## src/rtl/dec_arb_pkg.sv

```systemverilog
// Shared types and constants for the decoder round-robin arbiter.
//   ADDR_W      : decoder address width (4 -> drives a 4-to-16 decoder)
//   N_REQ       : number of requesters, always 2**ADDR_W
//   dec_addr_t  : one decoder address / requester index
//   arb_state_t : arbiter FSM states, IDLE -> GRANT -> GAP -> IDLE
package dec_arb_pkg;
  localparam int ADDR_W = 4;
  localparam int N_REQ  = 2 ** ADDR_W;

  typedef logic [ADDR_W-1:0] dec_addr_t;

  typedef enum logic [1:0] {
    ARB_IDLE  = 2'd0,
    ARB_GRANT = 2'd1,
    ARB_GAP   = 2'd2
  } arb_state_t;
endpackage

```

## src/rtl/dec_rr_arbiter_rr_pick.sv

```systemverilog
// rr_pick: combinational rotate-priority encoder.
//   req    : request vector
//   ptr    : index with highest priority; priority falls off ptr, ptr+1, ... mod N_REQ
//   winner : first requesting index in that order (0 when none)
//   any    : at least one request present
module rr_pick
  import dec_arb_pkg::*;
(
  input  logic [N_REQ-1:0] req,
  input  dec_addr_t        ptr,
  output dec_addr_t        winner,
  output logic             any
);
  dec_addr_t idx;

  // Walk from lowest priority to highest so the last hit is the winner;
  // this avoids an early loop exit.
  always_comb begin
    winner = '0;
    any    = 1'b0;
    idx    = '0;
    for (int k = N_REQ - 1; k >= 0; k--) begin
      idx = ptr + dec_addr_t'(k);
      if (req[idx]) begin
        winner = idx;
        any    = 1'b1;
      end
    end
  end
endmodule

```

## config.mk

```make
export PLATFORM = sky130hd
export DESIGN_NAME = rr_pick
export DESIGN_NICKNAME = d
export VERILOG_FILES = /design/src/rtl/dec_arb_pkg.sv /design/src/rtl/dec_rr_arbiter_rr_pick.sv
export SDC_FILE = /design/constraint.sdc
export NUM_CORES = 1
export LEC_CHECK = 0
export ABC_CLOCK_PERIOD_IN_PS = 8800
export CAP_MARGIN = 20
export CORE_UTILIZATION = 55
export DETAILED_ROUTE_END_ITERATION = 8
export GPL_ROUTABILITY_DRIVEN = 0
export PLACE_DENSITY = 0.78
export SLEW_MARGIN = 40
export SYNTH_ARGS = -nofsm -noshare
export SYNTH_HDL_FRONTEND = slang
export SYNTH_SLANG_ARGS = --single-unit
```

## constraint.sdc

```tcl
create_clock -name vclk -period 8.8
set_input_delay 1.32 -clock vclk [all_inputs]
set_output_delay 1.32 -clock vclk [all_outputs]
set_load 0.05 [all_outputs]
```

* Word-level counts from Yosys, hierarchy flattened
Cells that the tools add are included.
** Cells by class
- $add $sub $neg :: 15
- $lt $le $gt $ge :: 16
- Muxes and demuxes :: 64
** Operators with widths (number)
- $lt 4x5->1 const B :: 16
- $bmux 1 s4 :: 16
- $mux 4 :: 16
- $add 4x4->4 const B :: 8
- $mux 1 :: 32
- $add 4x3->4 const B :: 4
- $add 4x2->4 const B :: 2
- $add 4x1->4 const B :: 1
** Storage, ports and cells
- Register bits :: 0
- Input bits :: 20
- Output and inout bits :: 5
- Word-level logic and storage cells :: 95

* Depth between registers and ports, before layout
- Depth after elaboration :: 19
- Mapped depth :: 14
- Mapped depth without buffers :: 9

* Least setup slack after synthesis
OpenSTA, ideal clock, no wires.
- Kind :: input port to output port
- From :: in ptr[0]
- To :: out winner[2]
- Data arrival time :: 5.722 ns
- Data required time :: 7.480 ns
- Path slack :: 1.758 ns
- Stages :: 13
- Path buffers :: 4
- Cell sequence :: buf_4 -> clkbuf_8 -> clkbuf_8 -> clkinv_1 -> ha_1 -> buf_6 -> mux4_2 -> mux2_2 -> mux2i_1 -> nand2_1 -> a21o_1 -> a311o_1 -> o41ai_1
** On the way
- Word-level cells in the longest chain between the ends :: 19
- Elaborated cells on any way between the ends :: 63
** RTL lines
- start: declaration :: line dec_rr_arbiter_rr_pick.sv:10 : input dec_addr_t ptr,
- $add 4x4->4 :: line dec_rr_arbiter_rr_pick.sv:23 : idx = ptr + dec_addr_t'(k);
- $bmux 1 s4 :: line dec_rr_arbiter_rr_pick.sv:24 : if (req[idx]) begin
- $mux 1 (not written as such) :: line dec_rr_arbiter_rr_pick.sv:24
- $mux 4 (15 in series) :: line dec_rr_arbiter_rr_pick.sv:24
- $mux 4 (*) :: line dec_rr_arbiter_rr_pick.sv:24
- end: declaration :: line dec_rr_arbiter_rr_pick.sv:11 : output dec_addr_t winner,
Mark *: on every way between the ends. The rest lies on a longest branch, timed or not. The select of a mux whose other input is x is not followed.

* Worst setup path after layout
- From :: in ptr[1]
- To :: out any
** On the way
- Word-level cells in the longest chain between the ends :: 19
- Elaborated cells on any way between the ends :: 63
** RTL lines
- $add 4x4->4 :: line dec_rr_arbiter_rr_pick.sv:23
- $bmux 1 s4 :: line dec_rr_arbiter_rr_pick.sv:24
- $mux 1 (not written as such) :: line dec_rr_arbiter_rr_pick.sv:24
- $mux 1 (15 in series) :: line dec_rr_arbiter_rr_pick.sv:24
- $mux 1 (*) :: line dec_rr_arbiter_rr_pick.sv:24
- end: declaration :: line dec_rr_arbiter_rr_pick.sv:12 : output logic any
Marks and branches as above.

==> results.py <==
metrics = {
    "global_routing": {
        "grt_antenna_before_repair": 0,
        "overflow": 0,
        "grt_max_degree": 31,
        "grt_pass1_wl_um": 10500,
        "grt_pass1_vias": 2077,
        "grt_usage_pct": 29.8,
    },
    "yosys": {
        "avgSynthCellArea_sq_um": 9.51,
        "yosys.area.top_type": "mux4_2",
        "synth_area_leaders": "mux4_2 (14%), mux4_1 (13%), mux2i_1 (10%)",
        "synth_cell_types": 59,
        "synth_area_sq_mm": 0.00239,
        "seq_area_frac_synth_pct": 0,
        "synth.top_cell.area_share_pct": 14.2,
        "yosys_warnings": 0,
        "syn_inst": 251,
        "syn_nets": 278,
    },
    "worst_setup_path": {
        "critPathBufInv": 4,
        "path_max_fanout": 30,
        "path_delay_family": "buffers and inverters",
        "crit_path_frequent_cell": "clkdlybuf4s50_1",
        "crit_required_ns": 7.48,
        "end_kind": "output port",
        "crit_type": "in -> out",
        "slowest_delay_ns": 0.79,
        "cp_cell_sequence": "clkdlybuf4s50_1, buf_4, inv_1, ha_1, mux4_2, mux2_2, mux2i_1, o21ai_1, or3_1, or4_1, clkdlybuf4s50_1",
        "cp.arrival_ns": 6.40,
        "critical_path.startpoint_type": "input port",
        "slowest_stage": "ha_1",
    },
    "floorplanning": {
        "initial_core_util_pct": 58.4,
        "die_y_um": 67.9,
        "die_area_sq_mm": 0.00461,
        "num_rows": 23,
        "core_area_sq_mm": 0.00409,
        "die_w_um": 67.9,
        "ioPinCount": 25,
    },
    "timing": {
        "worst_slew_margin_rel_pct": 49.9,
        "fin_crit_ns": 7.72,
        "fin_crit_sh_pct": 87.7,
        "finalSetupViolCount": 0,
        "hold_slack_ns": 4.09,
        "clock.fmax_ghz": 0.130,
        "slew_violations": 0,
        "grt_setup_unrepaired": "no",
        "finalHoldViolCount": 0,
        "worst_pin_slew_ns": 0.749,
        "fin_setup_tns_ns": 0,
    },
    "drt": {
        "wirelength_um": 6320,
        "vias": 2267,
        "antenna_left": 0,
        "drt_iter0_drc": 244,
        "drc": 0,
        "wire_per_inst_um": 20.1,
        "vias_per_cell": 7.22,
        "drt_first_pass_iters": 5,
    },
    "placed_design": {
        "io_buffers": 25,
        "dp_hpwl_um": 5000,
        "place_inst": 314,
    },
    "power_and_ir_drop": {
        "p_leak_nw": 0.970,
        "cellPowerDensity_mw_per_mm2": 104,
        "total_power_w": 0.000264,
        "worst_ir_drop_vdd_mv": 0.0469,
    },
    "layout": {
        "nets": 293,
        "fin_util_pct": 62.3,
        "clkbuf_count": 0,
        "fin_cells": 314,
        "seq_cell_count": 0,
        "drive_above_1_share_pct": 18.2,
        "seqCellArea_sq_um": 0,
        "antenna_cells": 0,
        "syn_to_final_growth_pct": 6.60,
        "fillCellCount": 360,
    },
    "cts": {
        "ctsResizeCount": 0,
        "cts_setup_buffers": 0,
        "cts_hold_buffers": 0,
    },
    "status": {
        "status": "complete, no violations",
    },
    "job": {
        "max-cap-violations": 0,
    },
    "min_path": {
        "worstHoldPathType": "in -> out",
    },
}
-- layer usage --
| metal | global-route usage (%) | wire length (um) | up-vias |
|---|---|---|---|
| met5 | 0 | 0 | - |
| met1 | 41.0 | 2530 | 1093 |
| met4 | 4.69 | 71 | 0 |
| met2 | 51.4 | 3120 | 119 |
| li1 | - | - | 1045 |
| met3 | 3.00 | 592 | 10 |
-- metrics by stage --
stage	area [sq um]	setup slack [ns]
global route	2540	0.797
floorplan	2390	1.76
finish	2540	1.08
global placement	2550	1.24
CTS	2540	1.10
detailed placement	2540	1.11
-- where the power goes --
| part | switching (W) | internal (W) | total [W] |
|---|---|---|---|
| clock | 0 | 0 | 0 |
| sequential | 0 | 0 | 0 |
| combinational | 0.000152 | 0.000111 | 0.000264 |
| total | 0.000152 | 0.000111 | 0.000264 |
-- Yosys cell counts (6+ instances only) --
cell,number
nor2b_1,6
mux2i_1,25
clkbuf_8,7
a21oi_1,9
xnor2_1,6
ha_1,7
nor2_1,11
nand2_1,30
mux4_1,12
mux4_2,15
o21ai_0,11
inv_1,10
mux2_2,20
-- cells in the final DEF, fill, tap and decap left out, types with 2 or more instances in the layout --
cell | netlist | layout
a21oi_1 | 9 | 9
o31a_1 | 2 | 2
a211oi_1 | 4 | 4
nand3_1 | 3 | 3
mux2i_4 | 2 | 2
or3_1 | 2 | 2
o21ai_0 | 11 | 11
nand4_1 | 2 | 2
xor2_1 | 3 | 3
and3_1 | 2 | 2
inv_1 | 10 | 10
mux2i_1 | 25 | 25
nor2b_1 | 6 | 6
nand2_1 | 30 | 30
o211ai_1 | 4 | 4
buf_4 | 3 | 2
clkdlybuf4s50_1 | 0 | 24
a2111oi_0 | 2 | 2
o221ai_1 | 2 | 2
mux4_1 | 12 | 12
mux4_2 | 15 | 15
o21a_1 | 2 | 2
nor3_1 | 3 | 3
mux2_2 | 20 | 20
a221o_1 | 3 | 3
a31oi_1 | 4 | 4
ha_1 | 7 | 7
a21o_1 | 2 | 2
nand2b_1 | 3 | 3
o22ai_1 | 2 | 2
nor2_1 | 11 | 11
o31ai_1 | 3 | 3
xnor2_2 | 2 | 2
a21boi_0 | 2 | 2
xnor2_1 | 6 | 6
-- path summary, 6_finish.rpt --
| kind | to | start | cells past startpoint |
|---|---|---|---|
| max | any | ptr[1] | 11 |
| min | winner[3] | ptr[3] | 6 |
-- logic make-up (layout without fill, tap and decap cells) --
family                   count (synthesis)  after routing  synth area share [%]
AO/OA/AOI/OAI                           68             68                  20.8
XOR/XNOR                                11             11                  4.66
adder cells (fa/ha/maj)                  7              7                  3.67
multiplexers                            74             74                  49.2
buffers and inverters                   25             38                  8.65
AND/OR/NAND/NOR                         66             66                  13.1
-- cell type report --
| type | count | area [sq um] | share of cell area, % |
|---|---|---|---|
| multi-input cells | 226 | 2180 | 85.7 |
| repair buffers | 27 | 260 | 10.2 |
| inverters | 11 | 41.3 | 1.62 |
| well taps | 50 | 62.6 | 2.46 |
Power figures use the tool's default switching activity.
